===== src/rtl/bist_pkg.sv =====
// Shared types and default sizing for the BIST session sequencer.
package bist_pkg;

  typedef enum logic [2:0] {
    S_IDLE    = 3'd0,
    S_INIT    = 3'd1,
    S_RUN     = 3'd2,
    S_SETTLE  = 3'd3,
    S_COMPARE = 3'd4,
    S_DONE    = 3'd5
  } bist_state_e;

  localparam int DEF_SIG_W       = 5;
  localparam int DEF_CNT_W       = 11;
  localparam int DEF_PATTERN_CNT = 1024;

endpackage


===== src/rtl/bist_pattern_counter.sv =====
// Phase bit and pattern counter for a BIST session; two steps per pattern.
module bist_pattern_counter #(
  parameter int CNT_W       = 11,
  parameter int PATTERN_CNT = 1024
) (
  input  logic             clk,
  input  logic             rst,
  input  logic             clr,
  input  logic             step,
  output logic             phase,
  output logic [CNT_W-1:0] pattern_idx,
  output logic             last
);

  always_ff @(posedge clk) begin
    if (!rst) begin
      phase       <= 1'b0;
      pattern_idx <= '0;
    end else if (clr) begin
      phase       <= 1'b0;
      pattern_idx <= '0;
    end else if (step) begin
      phase <= ~phase;
      if (phase) pattern_idx <= pattern_idx + CNT_W'(1);
    end
  end

  // Asserted during the phase1 step that completes the final pattern.
  assign last = step && phase && (pattern_idx == CNT_W'(PATTERN_CNT - 1));

endmodule


===== src/rtl/bist_sequencer.sv =====
// BIST session sequencer: LFSR/MISR clear, pattern stepping, signature compare.
// Optional abort input enabled by defining BIST_ABORT_EN.
module bist_sequencer
  import bist_pkg::*;
#(
  parameter int               PATTERN_CNT = DEF_PATTERN_CNT,
  parameter int               CNT_W       = DEF_CNT_W,
  parameter int               SIG_W       = DEF_SIG_W,
  parameter logic [SIG_W-1:0] GOLDEN_SIG  = '0
) (
  input  logic             clk,
  input  logic             rst,
  input  logic             start,
`ifdef BIST_ABORT_EN
  input  logic             abort,
`endif
  input  logic [SIG_W-1:0] signature,
  output logic             lfsr_clr,
  output logic             lfsr_en,
  output logic             misr_clr,
  output logic             misr_en,
  output logic             half_sel,
  output logic [CNT_W-1:0] pattern_idx,
  output logic             busy,
  output logic             done,
  output logic             pass,
  output logic [SIG_W-1:0] captured_sig,
  output bist_state_e      state
);

  bist_state_e state_next;
  logic        cnt_clr;
  logic        cnt_step;
  logic        phase;
  logic        last;
  logic        capture;
  logic        abort_hit;
  logic        abort_capture;

`ifdef BIST_ABORT_EN
  assign abort_hit = abort;
`else
  assign abort_hit = 1'b0;
`endif

  bist_pattern_counter #(
    .CNT_W       (CNT_W),
    .PATTERN_CNT (PATTERN_CNT)
  ) u_counter (
    .clk         (clk),
    .rst         (rst),
    .clr         (cnt_clr),
    .step        (cnt_step),
    .phase       (phase),
    .pattern_idx (pattern_idx),
    .last        (last)
  );

  always_ff @(posedge clk) begin
    if (!rst) state <= S_IDLE;
    else      state <= state_next;
  end

  always_comb begin
    state_next    = state;
    lfsr_clr      = 1'b0;
    lfsr_en       = 1'b0;
    misr_clr      = 1'b0;
    misr_en       = 1'b0;
    half_sel      = 1'b0;
    busy          = 1'b0;
    done          = 1'b0;
    cnt_clr       = 1'b0;
    cnt_step      = 1'b0;
    capture       = 1'b0;
    abort_capture = 1'b0;
    case (state)
      S_IDLE: if (start) state_next = S_INIT;
      S_INIT: begin
        lfsr_clr   = 1'b1;
        misr_clr   = 1'b1;
        busy       = 1'b1;
        cnt_clr    = 1'b1;
        state_next = S_RUN;
      end
      S_RUN: begin
        busy     = 1'b1;
        misr_en  = 1'b1;
        half_sel = ~phase;
        lfsr_en  = phase;
        cnt_step = 1'b1;
        if (last) state_next = S_SETTLE;
      end
      S_SETTLE: begin
        busy       = 1'b1;
        state_next = S_COMPARE;
      end
      S_COMPARE: begin
        busy       = 1'b1;
        capture    = 1'b1;
        state_next = S_DONE;
      end
      S_DONE: begin
        done = 1'b1;
        if (start) state_next = S_INIT;
      end
      default: state_next = S_IDLE;
    endcase
    // Abort ends any active session immediately, with every datapath enable dropped.
    if (abort_hit && busy) begin
      state_next    = S_DONE;
      lfsr_clr      = 1'b0;
      misr_clr      = 1'b0;
      lfsr_en       = 1'b0;
      misr_en       = 1'b0;
      half_sel      = 1'b0;
      cnt_clr       = 1'b0;
      cnt_step      = 1'b0;
      capture       = 1'b0;
      abort_capture = 1'b1;
    end
  end

  always_ff @(posedge clk) begin
    if (!rst) begin
      pass         <= 1'b0;
      captured_sig <= '0;
    end else if (abort_capture) begin
      pass         <= 1'b0;
      captured_sig <= signature;
    end else if (capture) begin
      pass         <= (signature == GOLDEN_SIG);
      captured_sig <= signature;
    end else if (state == S_DONE && start) begin
      pass         <= 1'b0;
      captured_sig <= '0;
    end
  end

endmodule


===== config.mk =====
export PLATFORM = sky130hd
export DESIGN_NAME = bist_sequencer
export DESIGN_NICKNAME = d
export VERILOG_FILES = /design/src/rtl/bist_pkg.sv /design/src/rtl/bist_pattern_counter.sv /design/src/rtl/bist_sequencer.sv
export SDC_FILE = /design/constraint.sdc
export NUM_CORES = 1
export LEC_CHECK = 0
export BUFFER_PORTS_ARGS = -buffer_cell sky130_fd_sc_hd__clkbuf_2
export CAP_MARGIN = 20
export CORE_UTILIZATION = 43
export CTS_CLUSTER_SIZE = 12
export DETAILED_ROUTE_END_ITERATION = 6
export MAX_ROUTING_LAYER = met4
export PLACE_DENSITY = 0.81
export SLEW_MARGIN = 40
export SYNTH_ARGS = -nofsm -noshare
export SYNTH_HDL_FRONTEND = slang
export SYNTH_SLANG_ARGS = --single-unit
export TNS_END_PERCENT = 10

===== constraint.sdc =====
create_clock -name clk -period 1.5 [get_ports clk]
set_clock_uncertainty 0.2 [all_clocks]
set_input_delay 0.3 -clock clk [delete_from_list [all_inputs] [get_ports clk]]
set_output_delay 0.3 -clock clk [all_outputs]
set_load 0.005 [all_outputs]

==> qor.yml <==
synthFlopType: "dfxtp_1"
core-area_um2: 2230
drc: 0
critPathRequiredTime_ps: 1000
initial_utilization_pct: 45.8
ant_nets: 0
tritoncts: "done"
clk_pin_slew_ps: 120
critPathLaunchType: "flip-flop"
yosysWarningCount: 0
wl_per_cell_um: 13.3
critPathArrivalTime_ps: 1310
syn-num-nets: 129
pin_count: 35
final_net_count: 191
fin_tns_setup_ps: -3330
comb_power_share_pct: 18.0
power_leakage_nw: 0.684
async_flop_share_pct: 0
vias: 1133
drt_iter0_drc: 21
min_period_ps: 1810
yosys-top-cells-count: "dfxtp_1 (21), a21oi_1 (14), nand2_1 (12)"
max_slew_margin_pct: 80.7
power.density_nw_per_um2: 663
power_frac_seq_pct: 55.6
port_buffers: 34
rsz0062_at_grt: "yes"
cts_buffers: 3
synth_area_leaders: "dfxtp_1 (41%), a21oi_1 (6.9%), nand2_1 (4.4%)"
worstSetupPathType: "flip-flop to primary output"
peakVddDrop_mv: 0.541
slew_viol_final: 0
multi_input_comb_area_um2: 618
placedCellCount: 199
swShare_pct: 26.2
gr-total-overflow: 0
max_freq_ghz: 0.552
fill_cells: 167
hold_class: "primary input to flip-flop"
area_growth_pct: 52.8
syn-instance-count: 120
drive_gt1_share_pct: 54.1
worst_pin_slew_ps: 287
synth.yosys.seq_area_share_pct: 41.1
synth.most_common_cell: "dfxtp_1"
cts_htree_levels: 1
fin_cells: 209
met3WireLength_um: 90
cp_max_fo: 2
max-cap-violations: 0
clkPwrFrac_pct: 26.4
grt_use_total_pct: 23.5
status: "complete, but fails checks"
fin_ws_ps: -313
internal_power_uw: 763
synth-edff-count: 0
synth_top_area_share_pct: 41.1
synth_cell_types: 31
syn_area_um2: 1020
totalPowerFinal_mw: 1.03
violations: "setup timing"
setup_viol: 24
root_buffer: "clkbuf_4"
wl_met1_um: 1190
hold_violations: 0
wl_met2_um: 1400
antenna_cells: 0
die_h_um: 50.8
grt_pass1_vias: 1068
wirelength_um: 2770
hpwl_um: 1920
period_share_pct: 121
place_ws_ps: -168
grt_max_degree: 13
ctsLongestPathBuffers: 2
cts_sinks: 21
synth_seq_cells: 21
power_switching_uw: 271
syn_avg_cell_area_um2: 8.52
routed.top_layer: "met4"
die_width_um: 50.8
endpoint_kind: "primary output"
clkLatencyLatePin_ps: 300
synth_top_area_cell: "dfxtp_1"
drtPass1Iterations: 4
die-area_um2: 2580
std_cell_rows: 17
antenna_found_initial: 0
place.gp.congestion: 0.842
seq_area_um2: 428
grt_pass1_wl_um: 4420
vias_per_cell: 5.42
==> worst max-delay path, cell delays in order, from the launching register on <==
cell and delay (ps):
dfxtp_2 340, buf_6 110, or3b_4 400, inv_2 60, clkbuf_2 100
==> power groups by stage <==
stage                     logic (mW)  registers [mW]  clock network (mW)
after floorplan               0.0899           0.587                   0
after global placement         0.147           0.586                   0
after detailed placement       0.150           0.587                   0
after CTS                      0.169           0.575               0.280
after global routing           0.203           0.576               0.299
final                          0.187           0.575               0.273
==> flip-flops by register name, summed over array words and instances, names as in the netlist <==
signal / flops
u_counter.pattern_idx: 11
captured_sig: 5
state: 3
pass: 1
u_counter.phase: 1
==> final timing paths <==
check,startpoint,end,slack (ps),cells past startpoint
max,state[2],misr_clr,-310,4
min,signature[3],captured_sig[3],20,3
max reg2reg,state[1],u_counter.pattern_idx[8],-170,5
min reg2reg,captured_sig[3],captured_sig[3],290,2
==> layout by cell type (no fill, tap or decap), drive strengths merged <==
cell	n
a21oi	15
buf	30
clkbuf	37
clkinv	2
dfxtp	21
ha	1
inv	7
mux2i	4
nand2	12
nand2b	2
nand3	8
nand3b	4
nand4	4
nand4bb	1
nor2	7
nor2b	1
nor3	1
nor3b	1
nor4	1
o21ai	7
o31ai	4
o32ai	1
or3	1
or3b	1
or4	5
xnor2	3
==> per-layer routing <==
metal	GRT usage, %	up-vias
li1	-	549
met1	28.7	537
met2	38.2	35
met3	2.42	12
met4	12.0	0
met5	-	-
==> stage by stage <==
step           utilization [%]  area [um2]  hold slack, ps
2_1_floorplan                -        1050             236
3_3_place_gp              61.8        1380             256
6_report                  69.9        1560            15.5
5_1_grt                   69.9        1560            23.8
3_5_place_dp              61.8        1380             265
4_1_cts                   67.7        1510            5.98
==> timing repair <==
action,CTS,global route
setup buffers,5,1
setup endpoints to repair,25,30
hold endpoints to repair,0,0
hold buffers,0,0
resized for setup,16,13
pin swaps,8,2
==> layout make-up <==
cell class              instances  share of cell area (%)
clock buffers                   3                    1.44
clock inverters                 1                   0.321
inverters                       8                    1.92
multi-input cells              84                    39.6
flip-flops and latches         21                    27.4
well taps                      28                    2.24
repair buffers                 64                    27.1
==> cells by family after synthesis <==
| family | count (synthesis) | synth area share [%] |
|---|---|---|
| simple gates | 49 | 28.5 |
| compound gates | 27 | 14.9 |
| flops | 21 | 41.1 |
| buf+inv | 15 | 7.71 |
| mux | 4 | 3.92 |
| xor+xnor | 3 | 2.57 |
| fa+ha+maj | 1 | 1.22 |
(Power assumes the default switching activity.)
